File: src/rtl/iob_csrs_txn_checker.sv
// iob_csrs_txn_checker: IOb master that replays queued write/read commands against a CSR slave
// Latency: a command accepted at edge k raises iob_valid_o from edge k+1, with one idle bubble between transactions
// Backpressure: cmd_ready_o is low while the command FIFO is full and no pop happens in the same cycle
//
// Ports:
//   clk_i, rst_i               clock, synchronous active-high reset
//   cmd_*                      command stream (valid/ready) into the FIFO
//   iob_*                      IOb native master request/response
//   clear_i                    synchronous clear of statistics and sticky flags
//   busy_o, txn_cnt_o, err_cnt_o, mismatch_o, timeout_o, last_err_addr_o  status

// Generic FIFO, registered storage, head visible combinationally on data_o.
// Latency: a pushed entry is visible on data_o one cycle after the push edge.
// Backpressure: caller must only push when !full_o or when popping in the same cycle.
module iob_csrs_txn_checker_fifo #(
  parameter int W     = 8,
  parameter int DEPTH = 4
) (
  input  logic         clk_i,
  input  logic         rst_i,
  input  logic         push_i,
  input  logic         pop_i,
  input  logic [W-1:0] data_i,
  output logic [W-1:0] data_o,
  output logic         full_o,
  output logic         empty_o
);
  localparam int AW = $clog2(DEPTH);

  logic [W-1:0]  mem_q [DEPTH];
  logic [AW-1:0] wr_ptr_q;
  logic [AW-1:0] rd_ptr_q;
  logic [AW:0]   cnt_q;

  // Storage carries no reset; only pointers and occupancy define validity.
  always_ff @(posedge clk_i) begin
    if (push_i) begin
      mem_q[wr_ptr_q] <= data_i;
    end
  end

  always_ff @(posedge clk_i) begin
    if (rst_i) begin
      wr_ptr_q <= '0;
      rd_ptr_q <= '0;
      cnt_q    <= '0;
    end else begin
      if (push_i) begin
        wr_ptr_q <= wr_ptr_q + 1'b1;
      end
      if (pop_i) begin
        rd_ptr_q <= rd_ptr_q + 1'b1;
      end
      case ({push_i, pop_i})
        2'b10:   cnt_q <= cnt_q + 1'b1;
        2'b01:   cnt_q <= cnt_q - 1'b1;
        default: cnt_q <= cnt_q;
      endcase
    end
  end

  assign data_o  = mem_q[rd_ptr_q];
  assign full_o  = (cnt_q == (AW+1)'(DEPTH));
  assign empty_o = (cnt_q == '0);
endmodule

File: config.mk
export PLATFORM = sky130hd
export DESIGN_NAME = iob_csrs_txn_checker_fifo
export DESIGN_NICKNAME = d
export VERILOG_FILES = /design/src/rtl/iob_csrs_txn_checker.sv
export SDC_FILE = /design/constraint.sdc
export NUM_CORES = 1
export LEC_CHECK = 0
export ABC_AREA = 1
export CORE_ASPECT_RATIO = 1.4
export CORE_MARGIN = 1.5
export CORE_UTILIZATION = 53
export CTS_CLUSTER_DIAMETER = 40
export DETAILED_ROUTE_END_ITERATION = 12
export PLACE_DENSITY = 0.76
export SLEW_MARGIN = 0
export SYNTH_ARGS = -nofsm -noshare
export SYNTH_HDL_FRONTEND = slang
export SYNTH_SLANG_ARGS = --single-unit
File: constraint.sdc
create_clock -name clk_i -period 1.4 [get_ports clk_i]
set_input_delay 0.14 -clock clk_i [delete_from_list [all_inputs] [get_ports clk_i]]
set_output_delay 0.14 -clock clk_i [all_outputs]
set_load 0.005 [all_outputs]
==> results_dict.tcl, run 1 <==
set metrics [dict create \
    max_freq_mhz 733 \
    tightestPinTransition_ns 0.261 \
    clkLatencyLatePin_ns 0.30 \
    status "completed" \
    crit_type "reg2out" \
    drv_cap 0 \
    worstPathArrival_ns 1.22 \
    power.total_uw 2760 \
    vias 1115 \
    cts_max_path_buffers 2 \
    dieArea_um2 3440 \
    ys.warnings.count 0 \
    worstPathRequired_ns 1.26 \
    layout_min_cycle_time_ns 1.36 \
    io_buffer_count 21 \
    drtAntennaViolNets 0 \
    ioPinCount 22 \
    synth_area_per_cell_um2 12.2 \
    post-place-ws_ns -0.332 \
    clock_sinks 41 \
    fin_cells 216 \
    finalWorstSetupSlack_ns 0.0352 \
    fill_cells 181 \
    grt_pass1_wl_um 4890 \
    leakage_uw 0.000900 \
    gr-total-overflow 0 \
    hold_viol 0 \
    cts_buffers 5 \
    grt_pass1_vias 1087 \
    core_um2 2910 \
    power.density_nw_per_um2 1250 \
    routabilityCongestion 0.766 \
    rows 23 \
    hpwl_um 2020 \
    holdBufCountCts 0 \
    final-max-slew-violation-count 0 \
    crit_path_max_fanout 8 \
    rsz0062_at_grt "true" \
    setup-violations-final 0 \
    synth_seq_cells 41 \
    post_dp_cell_area_um2 2050 \
    n_antenna_cell 0 \
    wl_per_cell_um 14.3 \
    final_nets 196 \
    end_kind "primary output" \
    yosysSeqAreaShare_pct 69.7 \
    drtIter0Drc 35 \
    fin_crit_sh_pct 97.5 \
    relSlewSlack_pct 82.4 \
    htree_levels 2 \
    dp_cells 207 \
    vdd_drop_max_mv 1.09 \
    finalClockSkew_ns 0.00375 \
    drtPass1Iterations 4 \
    routed_via_density 5.16 \
    die_w_um 50.0 \
    netlist_area_um2 1640 \
    area_growth_pct 35.1 \
    syn-instance-count 134 \
    grt_util_all_layers_pct 20.5 \
    root_buffer "clkbuf_8" \
    drive_above_1_share_pct 32.4 \
    start_util_pct 56.3 \
    worstHoldPathType "in2reg" \
    grt_max_degree 14 \
    die_h_um 68.8 \
    cts_tree "yes" \
    wl_um 3080 \
    drc 0 \
    antenna_found_initial 0 \
    start_kind "register" \
    syn_nets 152 \
    ys_types 18 \
    stdcell_area_um2 2210 \
    clk_pin_slew_ns 0.08 \
]
placed cells by master, fill, tap and decap left out, drive strengths merged, types with 2 or more instances in the layout:
cell | Yosys | final
ha | 5 | 5
dfxtp | 9 | 9
edfxtp | 32 | 32
nand2 | 9 | 9
inv | 18 | 18
dlymetal6s2s | 0 | 2
buf | 2 | 24
clkdlybuf4s50 | 0 | 9
o21ai | 22 | 22
clkbuf | 0 | 8
dlygate4sd2 | 0 | 2
nor2 | 19 | 19
o22ai | 8 | 8
a21oi | 5 | 5
nor3 | 2 | 2
synthesized netlist by cell type:
cell	instances	share of area (%)
ha_1	5	3.8
o22ai_1	8	3.1
nor3_1	2	0.61
o21ai_1	2	0.61
nor2_1	17	3.9
buf_6	2	1.4
inv_1	17	3.9
o21ai_2	2	1.1
fa_1	1	1.2
o21ai_0	18	5.5
dfxtp_1	9	11
a21oi_1	5	1.5
nand2_1	9	2.1
edfxtp_1	32	59
nor2_2	2	0.76
nand3_1	1	0.31
nand4_1	1	0.38
inv_2	1	0.23
sequential cells by signal (all words and copies together) (netlist names), named ones only:
signal    flops
wr_ptr_q      2
rd_ptr_q      2
mem_q        32
cnt_q         3
cells by family after synthesis:
| family | count (synthesis) | synth area share, % |
|---|---|---|
| AO/OA/AOI/OAI | 35 | 11.8 |
| adder cells (fa/ha/maj) | 6 | 5.04 |
| buffers and inverters | 20 | 5.50 |
| flip-flops | 41 | 69.7 |
| AND/OR/NAND/NOR | 32 | 8.02 |
power breakdown:
part	switching [uW]	leakage, uW	total (uW)	internal [uW]
sequential	31.9	0.000370	1410	1380
combinational	187	0.000473	376	188
clock	394	0.0000574	973	579
total	613	0.000900	2760	2140
final cells by class:
| type | count | area [um2] | share of cell area [%] |
|---|---|---|---|
| Clock inverter | 2 | 37.5 | 1.70 |
| Tap cell | 37 | 46.3 | 2.09 |
| Inverter | 18 | 72.6 | 3.28 |
| Timing Repair Buffer | 39 | 373 | 16.9 |
| Clock buffer | 6 | 82.6 | 3.73 |
| Multi-Input combinational cell | 73 | 453 | 20.5 |
| Sequential cell | 41 | 1150 | 51.9 |
critical path: stages, from the launching register on:
cell and delay (ns):
dfxtp_4 0.37, buf_6 0.14, buf_4 0.13, nor2_2 0.09, o22ai_1 0.07, buf_2 0.13
through the flow:
step	hold WS [ns]	util, %	TNS, ns
after floorplan	0.239	-	0
after global placement	0.426	70.5	-0.478
after detailed placement	0.449	70.5	-0.717
after CTS	0.460	74.8	-0.00175
after global routing	0.268	76.1	-0.0125
final	0.246	76.1	0
metal layers:
| metal | track usage (%) | share of wire, % | vias up | wire length, um |
|---|---|---|---|---|
| li1 | - | - | 558 | - |
| met1 | 20.9 | 39 | 517 | 1190 |
| met2 | 37.7 | 54 | 32 | 1660 |
| met3 | 4.96 | 4.5 | 8 | 140 |
| met4 | 12.8 | 2.6 | 0 | 80 |
| met5 | 0 | 0 | - | 0 |
final timing paths:
kind / startpoint / endpoint / cells past startpoint / slack, ns
worst max-delay path: register / data_o[2] / 5 / 0.04
worst min-delay path: pop_i / cnt_q[0] / 3 / 0.25
worst max register to register: cnt_q[0] / cnt_q[2] / 8 / 0.13
worst min register to register: rd_ptr_q[1] / register / 1 / 0.47
what timing repair did:
| item | 4_1_cts | 5_1_grt |
|---|---|---|
| setup endpoints to repair | 11 | 6 |
| setup buffers | 0 | 1 |
| hold endpoints to repair | 0 | 0 |
| gates resized for setup | 54 | 17 |
| pin swaps | 2 | 4 |
Power figures use the tool's default switching activity.
==> run 2: changes to the inputs <==
--- a/config.mk
+++ b/config.mk
@@ -8,3 +8,2 @@
 export ABC_AREA = 1
-export CORE_ASPECT_RATIO = 1.4
 export CORE_MARGIN = 1.5
==> constraint.sdc (replaced) <==
create_clock -name clk_i -period 1.4 [get_ports clk_i]
set_input_delay 0.28 -clock clk_i [delete_from_list [all_inputs] [get_ports clk_i]]
set_output_delay 0.28 -clock clk_i [all_outputs]
set_load 0.005 [all_outputs]
==> results_dict.tcl, run 2 (same netlist as run 1, synthesis figures left out) <==
set metrics [dict create \
    holdBufCountCts 0 \
    largest_reg_flops 32 \
    violations "negative setup slack" \
    vias 1122 \
    fin_setup_tns_ns -1.22 \
    worst_setup_path_endpoint "data_o[6]" \
    clock_sinks 41 \
    drtAntennaViolNets 0 \
    final-max-slew-violation-count 0 \
    crit_type "reg2out" \
    grt_pass1_vias 1155 \
    finalClockSkew_ns 0.00915 \
    die_h_um 58.6 \
    fin_hold_ws_ns 0.428 \
    io_buffer_count 21 \
    final_nets 196 \
    cts_buffers 5 \
    core_um2 2850 \
    rrSetupSlack_ns 0.12 \
    rsz0062_at_grt "true" \
    start_kind "register" \
    largestRegisters "mem_q (32), cnt_q (3)" \
    tightestPinTransition_ns 0.257 \
    drv_cap 0 \
    gr-total-overflow 0 \
    min_from "pop_i" \
    clk_pin_slew_ns 0.12 \
    drc 0 \
    post_dp_cell_area_um2 2010 \
    routabilityCongestion 0.788 \
    root_buffer "clkbuf_4" \
    setup-violations-final 8 \
    drtPass1Iterations 4 \
    rr_worst_depth 8 \
    max_freq_mhz 632 \
    rows 19 \
    fin_crit_sh_pct 113 \
    power.density_nw_per_um2 1250 \
    drtIter0Drc 48 \
    cts_tree "yes" \
    leakage_uw 0.000878 \
    drive_above_1_share_pct 34.1 \
    relSlewSlack_pct 82.7 \
    antenna_found_initial 0 \
    layout_min_cycle_time_ns 1.58 \
    cp_cell_sequence "buf_6 > buf_8 > o21ai_2 > o22ai_2 > buf_2" \
    stdcell_area_um2 2160 \
    grt_max_degree 14 \
    crit_path_max_fanout 7 \
    wl_um 3210 \
    crit_slowest_cell "dfxtp_2" \
    r2r-start "cnt_q[0]" \
    routed_via_density 5.34 \
    worstPathArrival_ns 1.30 \
    area_growth_pct 31.9 \
    start_util_pct 57.4 \
    hpwl_um 2280 \
    final_common_cell "edfxtp_1" \
    final_cell_mix "edfxtp_1, inv_1, nor2_1" \
    cts_max_path_buffers 2 \
    hold_viol 0 \
    finalWorstSetupSlack_ns -0.183 \
    clkLatencyLatePin_ns 0.34 \
    wl_per_cell_um 15.3 \
    n_antenna_cell 0 \
    grt_pass1_wl_um 5050 \
    cpPeakStageDelay_ns 0.36 \
    post-place-ws_ns -0.480 \
    grt_util_all_layers_pct 21.0 \
    dieArea_um2 3430 \
    end_kind "primary output" \
    die_w_um 58.6 \
    worstHoldPathType "in2reg" \
    htree_levels 2 \
    r2r_end "cnt_q[2]" \
    top_register "mem_q" \
    status "finished, violations left" \
    ioPinCount 22 \
    worstPathRequired_ns 1.12 \
    vdd_drop_max_mv 0.957 \
]
## run 2: routing by layer
metal | vias up | wire (um) | track usage [%]
met4 | 0 | 61 | 9.74
met5 | - | 0 | 0
met3 | 4 | 153 | 7.25
met2 | 24 | 1790 | 37.9
met1 | 537 | 1210 | 21.7
li1 | 557 | - | -
## run 2: worst min-delay path by stage
| stage | to | slack (ns) | depth (start not counted) |
|---|---|---|---|
| 5_1_grt | wr_ptr_q[1] | 0.46 | 4 |
| 2_1_floorplan | mem_q[0][0] | 0.38 | 0 |
| 3_5_place_dp | rd_ptr_q[1] | 0.43 | 1 |
| 4_1_cts | register | 0.42 | 4 |
| 6_report | register | 0.43 | 4 |
| 3_3_place_gp | rd_ptr_q[1] | 0.43 | 1 |
## run 2: what timing repair did
item / in CTS / in global routing
buffers inserted: 3 / 0
endpoints found under the setup margin: 12 / 11
pin swaps: 9 / 4
gates resized for setup: 66 / 13
## run 2: cell type report
type,instances,area [um2]
sequential,41,1150
inverter,18,67.6
clock inverter,3,65.1
timing repair buffer,39,345
multi-input combinational,73,454
fill,184,692
clock buffer,5,37.5
tap,31,38.8
## run 2: worst max-delay path, delay by kind of cell (launching register included)
family | cells | cell delay (ns)
buf+inv | 3 | 0.37
flops | 1 | 0.36
compound gates | 2 | 0.23
## run 2: report_power, final
group          total (uW)  internal, uW  switching [uW]  leakage (uW)
logic                 378           185             193      0.000452
clock network         919           553             366     0.0000552
registers            1410          1380            34.0      0.000371
## run 2: stage by stage
stage,power [uW],cells,utilization (%)
after detailed placement,1800,199,70.6
final,2710,210,75.7
after floorplan,1580,134,-
after CTS,2700,210,74.9
after global routing,2820,210,75.7
after global placement,1780,199,70.6
==> run 3: changes to the inputs <==
- CORE_UTILIZATION: 53 -> 50
- PLACE_DENSITY: 0.76 -> 0.73
- SETUP_SLACK_MARGIN: not set -> 0.3
==> results_dict.tcl, run 3 (same netlist as run 1, synthesis figures left out) <==
set metrics [dict create \
    rows 20 \
    core_um2 3080 \
    drtIter0Drc 47 \
    crit_type "reg2out" \
    gr-total-overflow 0 \
    max_freq_mhz 654 \
    relSlewSlack_pct 84.4 \
    cts_buffers 5 \
    final_nets 201 \
    worst_setup_path_endpoint "data_o[5]" \
    largestRegisters "mem_q (32), cnt_q (3)" \
    die_h_um 60.2 \
    crit_path_max_fanout 6 \
    clock_sinks 41 \
    multi_input_area_um2 543 \
    worstHoldPathType "in2reg" \
    drive_above_1_share_pct 46.4 \
    final-max-slew-violation-count 0 \
    layout_min_cycle_time_ns 1.53 \
    dr.max_layer_used "met4" \
    die_w_um 60.2 \
    r2r_end "cnt_q[2]" \
    wl_met3_um 144 \
    top_register "mem_q" \
    area_growth_pct 41.7 \
    rsz0062_at_grt "true" \
    final_common_cell "edfxtp_1" \
    violations "negative setup slack" \
    drtAntennaViolNets 0 \
    end_kind "primary output" \
    largest_reg_flops 32 \
    tightestPinTransition_ns 0.232 \
    wl_met1_um 1140 \
    setup-violations-final 8 \
    hold_viol 0 \
    htree_levels 2 \
    r2r-start "cnt_q[1]" \
    antenna_found_initial 0 \
    vias 1147 \
    grt_pass1_wl_um 5060 \
    seqCellArea_um2 1160 \
    drv_cap 0 \
    clkLatencyLatePin_ns 0.33 \
    start_util_pct 53.2 \
    finalClockSkew_ns 0.00999 \
    n_antenna_cell 0 \
    grt_max_degree 12 \
    worstPathRequired_ns 1.12 \
    finalWorstSetupSlack_ns -0.128 \
    root_buffer "clkbuf_4" \
    final_cell_mix "edfxtp_1, nor2_1, o21ai_1, buf_2, buf_6" \
    whs_path_depth 4 \
    wl_um 3200 \
    cts_tree "yes" \
    vdd_drop_max_mv 0.604 \
    drtPass1Iterations 4 \
    fill_cells 210 \
    status "finished, violations left" \
    start_kind "register" \
    dieArea_um2 3630 \
    routed_via_density 5.05 \
    power.density_nw_per_um2 1020 \
    leakage_uw 0.000892 \
    cts_max_path_buffers 2 \
    rrSetupSlack_ns 0.11 \
    ioPinCount 22 \
    clk_pin_slew_ns 0.10 \
    grt_util_all_layers_pct 20.5 \
    power.total_uw 2370 \
    worstPathArrival_ns 1.25 \
    io_buffer_count 21 \
    fin_crit_sh_pct 109 \
    wl_per_cell_um 14.1 \
    grt_pass1_vias 1141 \
    drc 0 \
    rr_worst_depth 8 \
    hpwl_um 2290 \
    fin_setup_tns_ns -0.820 \
    dr_wl_met2_um 1830 \
    routabilityCongestion 0.726 \
]
## run 3: area by class of cell
cell class | instances | area share [%]
clock inverters | 1 | 0.162
multi-input cells | 73 | 23.4
repair buffers | 44 | 17.8
flip-flops and latches | 41 | 50.1
well taps | 44 | 2.37
clock buffers | 6 | 1.78
inverters | 18 | 4.37
## run 3: worst min-delay path by stage
| stage | endpoint | slack [ns] | startpoint |
|---|---|---|---|
| 2_1_floorplan | mem_q[0][0] | 0.38 | data_i[0] |
| 3_3_place_gp | rd_ptr_q[1] | 0.43 | rd_ptr_q[1] |
| 3_5_place_dp | register | 0.43 | rd_ptr_q[1] |
| 4_1_cts | cnt_q[0] | 0.45 | pop_i |
| 5_1_grt | wr_ptr_q[1] | 0.41 | push_i |
| 6_report | wr_ptr_q[1] | 0.41 | push_i |
## run 3: report_power, final
part / total, uW / switching [uW] / internal, uW
logic: 445 / 216 / 229
clock network: 508 / 325 / 183
registers: 1420 / 41.2 / 1380
total: 2370 / 583 / 1790
## run 3: repair_timing
action / 4_1_cts / 5_1_grt
setup buffers: 1 / 1
hold buffers: 0 / 0
pin swaps: 10 / 16
setup endpoints to repair: 45 / 35
gates resized for setup: 86 / 37
## run 3: per-stage QoR
step | utilization [%] | instances | area (um2) | worst slack (ns) | hold WS, ns
floorplan | - | 134 | 1670 | 0.208 | 0.379
global placement | 68.5 | 218 | 2110 | -0.403 | 0.427
detailed placement | 68.5 | 218 | 2110 | -0.453 | 0.428
CTS | 71.1 | 226 | 2190 | -0.173 | 0.449
global route | 75.4 | 227 | 2320 | -0.196 | 0.407
finish | 75.4 | 227 | 2320 | -0.128 | 0.410
## run 3: metal layers
layer	track usage, %	vias to the layer above
li1	-	573
met1	19.6	539
met2	39.6	27
met3	6.06	8
met4	8.57	0
met5	0	-
## run 3: worst max-delay path, stage by stage (launching register included)
cell and delay (ns):
dfxtp_4 0.39, inv_4 0.05, buf_8 0.13, o21ai_4 0.13, o22ai_2 0.08, buf_2 0.13
